### config.mk
export PLATFORM = sky130hd
export DESIGN_NAME = dmem_arbiter
export DESIGN_NICKNAME = d
export VERILOG_FILES = /design/src/rtl/dmem_pkg.sv /design/src/rtl/rr_arb2.sv /design/src/rtl/dmem_arbiter.sv
export SDC_FILE = /design/constraint.sdc
export NUM_CORES = 1
export LEC_CHECK = 0
export ABC_AREA = 1
export CORE_AREA = 2 2 72 142
export CTS_CLUSTER_DIAMETER = 30
export DETAILED_ROUTE_END_ITERATION = 8
export DIE_AREA = 0 0 74 144
export PLACE_DENSITY_LB_ADDON = 0.05
export SETUP_SLACK_MARGIN = 0.4
export SKIP_LAST_GASP = 1
export SLEW_MARGIN = 25
export SYNTH_ARGS = -nofsm -noshare
export SYNTH_HDL_FRONTEND = slang
export SYNTH_HIERARCHICAL = 1
export SYNTH_SLANG_ARGS = --single-unit
### constraint.sdc
create_clock -name clk_i -period 1.7 [get_ports clk_i]
set_clock_uncertainty 0.2 [all_clocks]
set_input_delay 0.17 -clock clk_i [delete_from_list [all_inputs] [get_ports clk_i]]
set_output_delay 0.17 -clock clk_i [all_outputs]
set_load 0.01 [all_outputs]
### src/rtl/dmem_pkg.sv
// Shared types and constants for the data-memory arbiter.
package dmem_pkg;

    typedef enum logic {
        ARB    = 1'b0,
        LOCKED = 1'b1
    } arb_state_t;

    localparam logic REQ_CORE = 1'b0;
    localparam logic REQ_AUX  = 1'b1;

    localparam int DMEM_ADDR_WIDTH = 5;
    localparam int DMEM_DATA_WIDTH = 32;
    localparam int DMEM_LOCK_MAX   = 8;

    function automatic logic other_req(input logic idx);
        return ~idx;
    endfunction

endpackage

### src/rtl/rr_arb2.sv
// Two-way round-robin grant; also reports where the pointer goes if the grant is taken.
module rr_arb2 (
    input  logic [1:0] req_i,
    input  logic       ptr_i,
    output logic [1:0] gnt_o,
    output logic       ptr_nxt_o
);

    always_comb begin
        gnt_o     = req_i;
        ptr_nxt_o = ptr_i;
        if (req_i == 2'b11) begin
            gnt_o = ptr_i ? 2'b10 : 2'b01;
        end
        // The pointer always lands on the requester that lost (or was absent).
        if (gnt_o[0]) begin
            ptr_nxt_o = 1'b1;
        end else if (gnt_o[1]) begin
            ptr_nxt_o = 1'b0;
        end
    end

endmodule

### src/rtl/dmem_arbiter.sv
// Two-requester arbiter in front of a single-ported data memory, with an
// atomic-sequence lock that is force-released after LOCK_MAX cycles.
module dmem_arbiter
    import dmem_pkg::*;
#(
    parameter int ADDR_WIDTH = DMEM_ADDR_WIDTH,
    parameter int DATA_WIDTH = DMEM_DATA_WIDTH,
    parameter int LOCK_MAX   = DMEM_LOCK_MAX
) (
    input  logic                  clk_i,
    input  logic                  rst_ni,
    input  logic                  r0_valid_i,
    input  logic                  r0_we_i,
    input  logic                  r0_lock_i,
    input  logic [ADDR_WIDTH-1:0] r0_addr_i,
    input  logic [DATA_WIDTH-1:0] r0_wdata_i,
    output logic                  r0_ready_o,
    output logic                  r0_rvalid_o,
    output logic [DATA_WIDTH-1:0] r0_rdata_o,
    input  logic                  r1_valid_i,
    input  logic                  r1_we_i,
    input  logic                  r1_lock_i,
    input  logic [ADDR_WIDTH-1:0] r1_addr_i,
    input  logic [DATA_WIDTH-1:0] r1_wdata_i,
    output logic                  r1_ready_o,
    output logic                  r1_rvalid_o,
    output logic [DATA_WIDTH-1:0] r1_rdata_o,
    output logic [ADDR_WIDTH-1:0] mem_addr_o,
    output logic [DATA_WIDTH-1:0] mem_wd_o,
    output logic                  mem_we_o,
    input  logic [DATA_WIDTH-1:0] mem_rd_i
);

    localparam int               CNT_W    = $clog2(LOCK_MAX);
    localparam logic [CNT_W-1:0] CNT_LAST = CNT_W'(LOCK_MAX - 1);

    arb_state_t       state_q, state_d;
    logic             owner_q, owner_d;
    logic             ptr_q, ptr_d;
    logic [CNT_W-1:0] cnt_q, cnt_d;

    logic [1:0] rr_gnt;
    logic       rr_ptr_nxt;
    logic [1:0] gnt;
    logic       sel;
    logic       lock_sel;
    logic       rd_acc0, rd_acc1;

    logic                  r0_rvalid_q, r1_rvalid_q;
    logic [DATA_WIDTH-1:0] r0_rdata_q, r1_rdata_q;

    rr_arb2 u_rr_arb2 (
        .req_i     ({r1_valid_i, r0_valid_i}),
        .ptr_i     (ptr_q),
        .gnt_o     (rr_gnt),
        .ptr_nxt_o (rr_ptr_nxt)
    );

    always_ff @(posedge clk_i or negedge rst_ni) begin
        if (!rst_ni) begin
            state_q <= ARB;
            owner_q <= REQ_CORE;
            ptr_q   <= REQ_CORE;
            cnt_q   <= '0;
        end else begin
            state_q <= state_d;
            owner_q <= owner_d;
            ptr_q   <= ptr_d;
            cnt_q   <= cnt_d;
        end
    end

    always_comb begin
        state_d  = state_q;
        owner_d  = owner_q;
        ptr_d    = ptr_q;
        cnt_d    = cnt_q;
        lock_sel = sel ? r1_lock_i : r0_lock_i;
        case (state_q)
            ARB: begin
                if (|gnt) begin
                    ptr_d = rr_ptr_nxt;
                    if (lock_sel) begin
                        state_d = LOCKED;
                        owner_d = sel;
                        cnt_d   = '0;
                    end
                end
            end
            LOCKED: begin
                cnt_d = cnt_q + CNT_W'(1);
                // Timeout wins over a same-cycle lock request; the access itself still goes through.
                if ((cnt_q == CNT_LAST) || ((|gnt) && !lock_sel)) begin
                    state_d = ARB;
                    ptr_d   = other_req(owner_q);
                    cnt_d   = '0;
                end
            end
            default: begin
                state_d = ARB;
            end
        endcase
    end

    always_comb begin
        gnt = 2'b00;
        if (rst_ni) begin
            if (state_q == ARB) begin
                gnt = rr_gnt;
            end else if (owner_q == REQ_AUX) begin
                gnt = {r1_valid_i, 1'b0};
            end else begin
                gnt = {1'b0, r0_valid_i};
            end
        end
        sel        = gnt[REQ_AUX];
        mem_addr_o = sel ? r1_addr_i  : r0_addr_i;
        mem_wd_o   = sel ? r1_wdata_i : r0_wdata_i;
        mem_we_o   = (|gnt) & (sel ? r1_we_i : r0_we_i);
        r0_ready_o = gnt[REQ_CORE];
        r1_ready_o = gnt[REQ_AUX];
    end

    assign rd_acc0 = gnt[REQ_CORE] & ~r0_we_i;
    assign rd_acc1 = gnt[REQ_AUX]  & ~r1_we_i;

    // Read data is captured at the accept edge so it is valid in the following cycle.
    always_ff @(posedge clk_i or negedge rst_ni) begin
        if (!rst_ni) begin
            r0_rvalid_q <= 1'b0;
            r1_rvalid_q <= 1'b0;
            r0_rdata_q  <= '0;
            r1_rdata_q  <= '0;
        end else begin
            r0_rvalid_q <= rd_acc0;
            r1_rvalid_q <= rd_acc1;
            if (rd_acc0) begin
                r0_rdata_q <= mem_rd_i;
            end
            if (rd_acc1) begin
                r1_rdata_q <= mem_rd_i;
            end
        end
    end

    assign r0_rvalid_o = r0_rvalid_q;
    assign r1_rvalid_o = r1_rvalid_q;
    assign r0_rdata_o  = r0_rdata_q;
    assign r1_rdata_o  = r1_rdata_q;

endmodule

==> impl_metrics.ini <==
[outcome]
status = finished with violations
violations = negative hold slack, negative setup slack

[die]
die_h_um = 144
core_area_um2 = 9640
io_pins = 220
die_area_um2 = 10700
fp-row-count = 51
die_w_um = 74
start_util = 0.357

[drt]
routed_wl_mm = 14.5
first_pass_iters = 4
vias = 4088
routedWlPerCell_um = 16.6
drc = 0
antenna_left = 0
drtIter0Drc = 106
via_per_inst = 4.70

[power_and_ir_drop]
p_seq_frac = 0.265
ir_drop_uv = 1110
powerDensity_nw_per_um2 = 1540
p_switching_uw = 4170
p_sw_frac = 0.372
clkPwrFrac = 0.181
combPwrFrac = 0.554
cellLeakagePower_uw = 0.00404
intPower_uw = 7050

[grt]
antenna_found_initial = 0
track_usage = 0.264
grt_max_degree = 73
grt_pass1_vias = 4008
busiest_layer = met2
grt_util_met2 = 0.473
grt_use_met1 = 0.278
overflow = 0
gr-usage-met3 = 0.0697
grt_first_pass_wirelength_mm = 21.2

[placement]
place.gp.congestion = 0.765
dpl.hpwl_mm = 9.08
io_buffers = 219
post-place-ws_ps = -773

[logic_synthesis]
yosys_warnings = 6
syn-num-nets = 575
ys_seq_elements = 72
synth.avg_cell_area_um2 = 7.49
yosysSeqAreaShare = 0.524
netlist_area_um2 = 3440
synth_cells = 459
synth_cell_type_count = 20

[timing]
slew_headroom = 0.731
timing.final.ws_setup_ps = -381
worstMarginPinSlew_ps = 404
timing.final.max_slew_violations = 0
period_share = 1.22
finalSetupViolCount = 112
rsz0062_at_grt = true
hold_slack_ps = -214
max_clock_freq_ghz = 0.481
hold_viol = 27
min_period_ps = 2080

[cts]
cts_buffer_depth = 2
cts_buffers = 9
clock_sinks = 72
ctsHoldBuffers = 0
clock_latency_ps = 330
cts_tree = built
htreeDepth = 3
cts_root_buf = clkbuf_16
path_clk_slew_ps = 60

[final_layout]
fin_util = 0.759
diodes = 0
area_growth_pct = 113
drive_gt1_frac = 0.373
nets = 849

[setup_path]
r2r_cells = 16
crit_arrival_ps = 1710
path_max_fanout = 6
criticalPathCategory = reg2out
critPathRequiredTime_ps = 1330
critPathLaunchType = register
crit_path_end_kind = output pin

[flow_run]
timing.max_cap.violations = 0

[hold_path]
hold_path.class = in2async
[worst paths after layout]
path,from,end,slack (ps)
worst min-delay path,rst_ni,r0_rdata_o[29],-210
max in group asynchronous,rst_ni,owner_q,950
worst min register to register,r1_rdata_o[20],r1_rdata_o[20],270
min in group clk_i,mem_rd_i[13],r0_rdata_o[13],200
worst max-delay path,ptr_q,mem_wd_o[14],-380
worst max register to register,ptr_q,ptr_q,-340
[cell usage after synthesis]
cell,number,area [um2]
clkbuf_1,8,30.0
o21ai_0,34,170
nand2_4,1,11.3
inv_2,3,11.3
dfrtp_1,72,1800
nor2_8,1,20.0
nand3_1,6,30.0
nand2_2,4,25.0
nand4_1,1,6.26
nor2_4,1,11.3
nand2_1,297,1110
buf_4,4,30.0
a21oi_1,2,10.0
inv_1,8,30.0
buf_2,5,25.0
ha_1,2,25.0
nor2_1,2,7.51
buf_6,6,67.6
o21ai_1,1,5.00
nor2_2,1,6.26
[state kept, by name (all words and copies together) (netlist names)]
| signal | flops |
|---|---|
| r0_rdata_o | 32 |
| r1_rdata_o | 32 |
| cnt_q | 3 |
| owner_q | 1 |
| ptr_q | 1 |
| r0_rvalid_o | 1 |
| r1_rvalid_o | 1 |
| state_q | 1 |
[critical path, stage by stage, from the launching register on]
cell	delay (ps)
dfrtp_1	350
nand2_1	50
nand2_1	60
nor2_1	50
nor2_2	140
nand2_4	110
buf_6	140
buf_12	110
buf_16	120
nand2_1	80
nand2_2	60
buf_6	110
[cell type report]
type                       count  area [um2]
clock buffer                  11         243
clock inverter                 5        80.1
fill                         693        2330
inverter                      11        60.1
multi-input combinational    353        1900
sequential                    72        1800
tap                          132         165
timing repair buffer         284        3020
timing repair inverter         2        40.0
[kinds of logic (layout without fill, tap and decap cells)]
logic type | Yosys count | after routing | share of synthesized area
AO/OA/AOI/OAI | 37 | 37 | 0.0539
flip-flops | 72 | 72 | 0.524
buffers and inverters | 34 | 313 | 0.0564
adder cells (fa/ha/maj) | 2 | 2 | 0.00728
AND/OR/NAND/NOR | 314 | 314 | 0.358
[layout by cell type (no fill, tap or decap)]
cell type        synthesis  final
clkinv_2                 0      1
dlygate4sd2_1            0      1
buf_4                    4     27
inv_1                    8      8
clkbuf_1                 8      1
clkbuf_8                 0      1
a21oi_1                  2      1
o21ai_0                 34      3
buf_8                    0      4
nor2_2                   1      1
dlymetal6s2s_1           0     32
clkbuf_2                 0      4
inv_4                    0      1
dfrtp_1                 72     72
o21ai_2                  0      1
nor2_8                   1      1
buf_16                   0      6
buf_2                    5     42
bufinv_16                0      2
buf_12                   0     16
clkdlybuf4s15_2          0      1
inv_2                    3      1
nor2_4                   1      1
a21oi_2                  0      1
nand2_4                  1     38
clkdlybuf4s50_1          0    111
clkinvlp_4               0      2
nand2_1                297    194
nor2_1                   2      2
nand2_2                  4     70
nand3_1                  6      4
nand4_1                  1      1
buf_6                    6     37
clkbuf_16                0     10
o21ai_1                  1     31
inv_16                   0      3
nand3_2                  0      2
ha_1                     2      2
bufbuf_16                0      2
[metal layers]
| metal | wire length (um) | part of all wire |
|---|---|---|
| met3 | 1130 | 0.078 |
| met4 | 513 | 0.035 |
| met1 | 4970 | 0.34 |
| met5 | 0 | 0 |
| met2 | 7870 | 0.54 |
[metrics by stage]
step                      std cells  area, um2  power [uW]  hold WS [ps]  setup TNS, ps
final                           870       7310       11200          -214         -28870
after global routing            870       7310       11900          -187         -40510
after CTS                       859       6880       10900          40.4         -27010
after floorplan                 459       3580        5170          -326              0
after detailed placement        809       5950        8130           259         -67750
after global placement          809       5950        8010           253         -66490
[power groups by stage]
| stage | Combinational (uW) | Clock (uW) | Sequential [uW] |
|---|---|---|---|
| 2_1_floorplan | 1860 | 0 | 3310 |
| 3_3_place_gp | 5070 | 0 | 2940 |
| 3_5_place_dp | 5150 | 0 | 2980 |
| 4_1_cts | 5850 | 2060 | 2960 |
| 5_1_grt | 6710 | 2140 | 3070 |
| 6_report | 6220 | 2030 | 2980 |
[what timing repair did]
item,in CTS,in global routing
gates cloned,10,1
gates resized for setup,398,112
setup endpoints to repair,178,148
setup buffers,24,9
endpoints found under the hold margin,0,27
pin swaps,31,21
(Power assumes the default switching activity.)
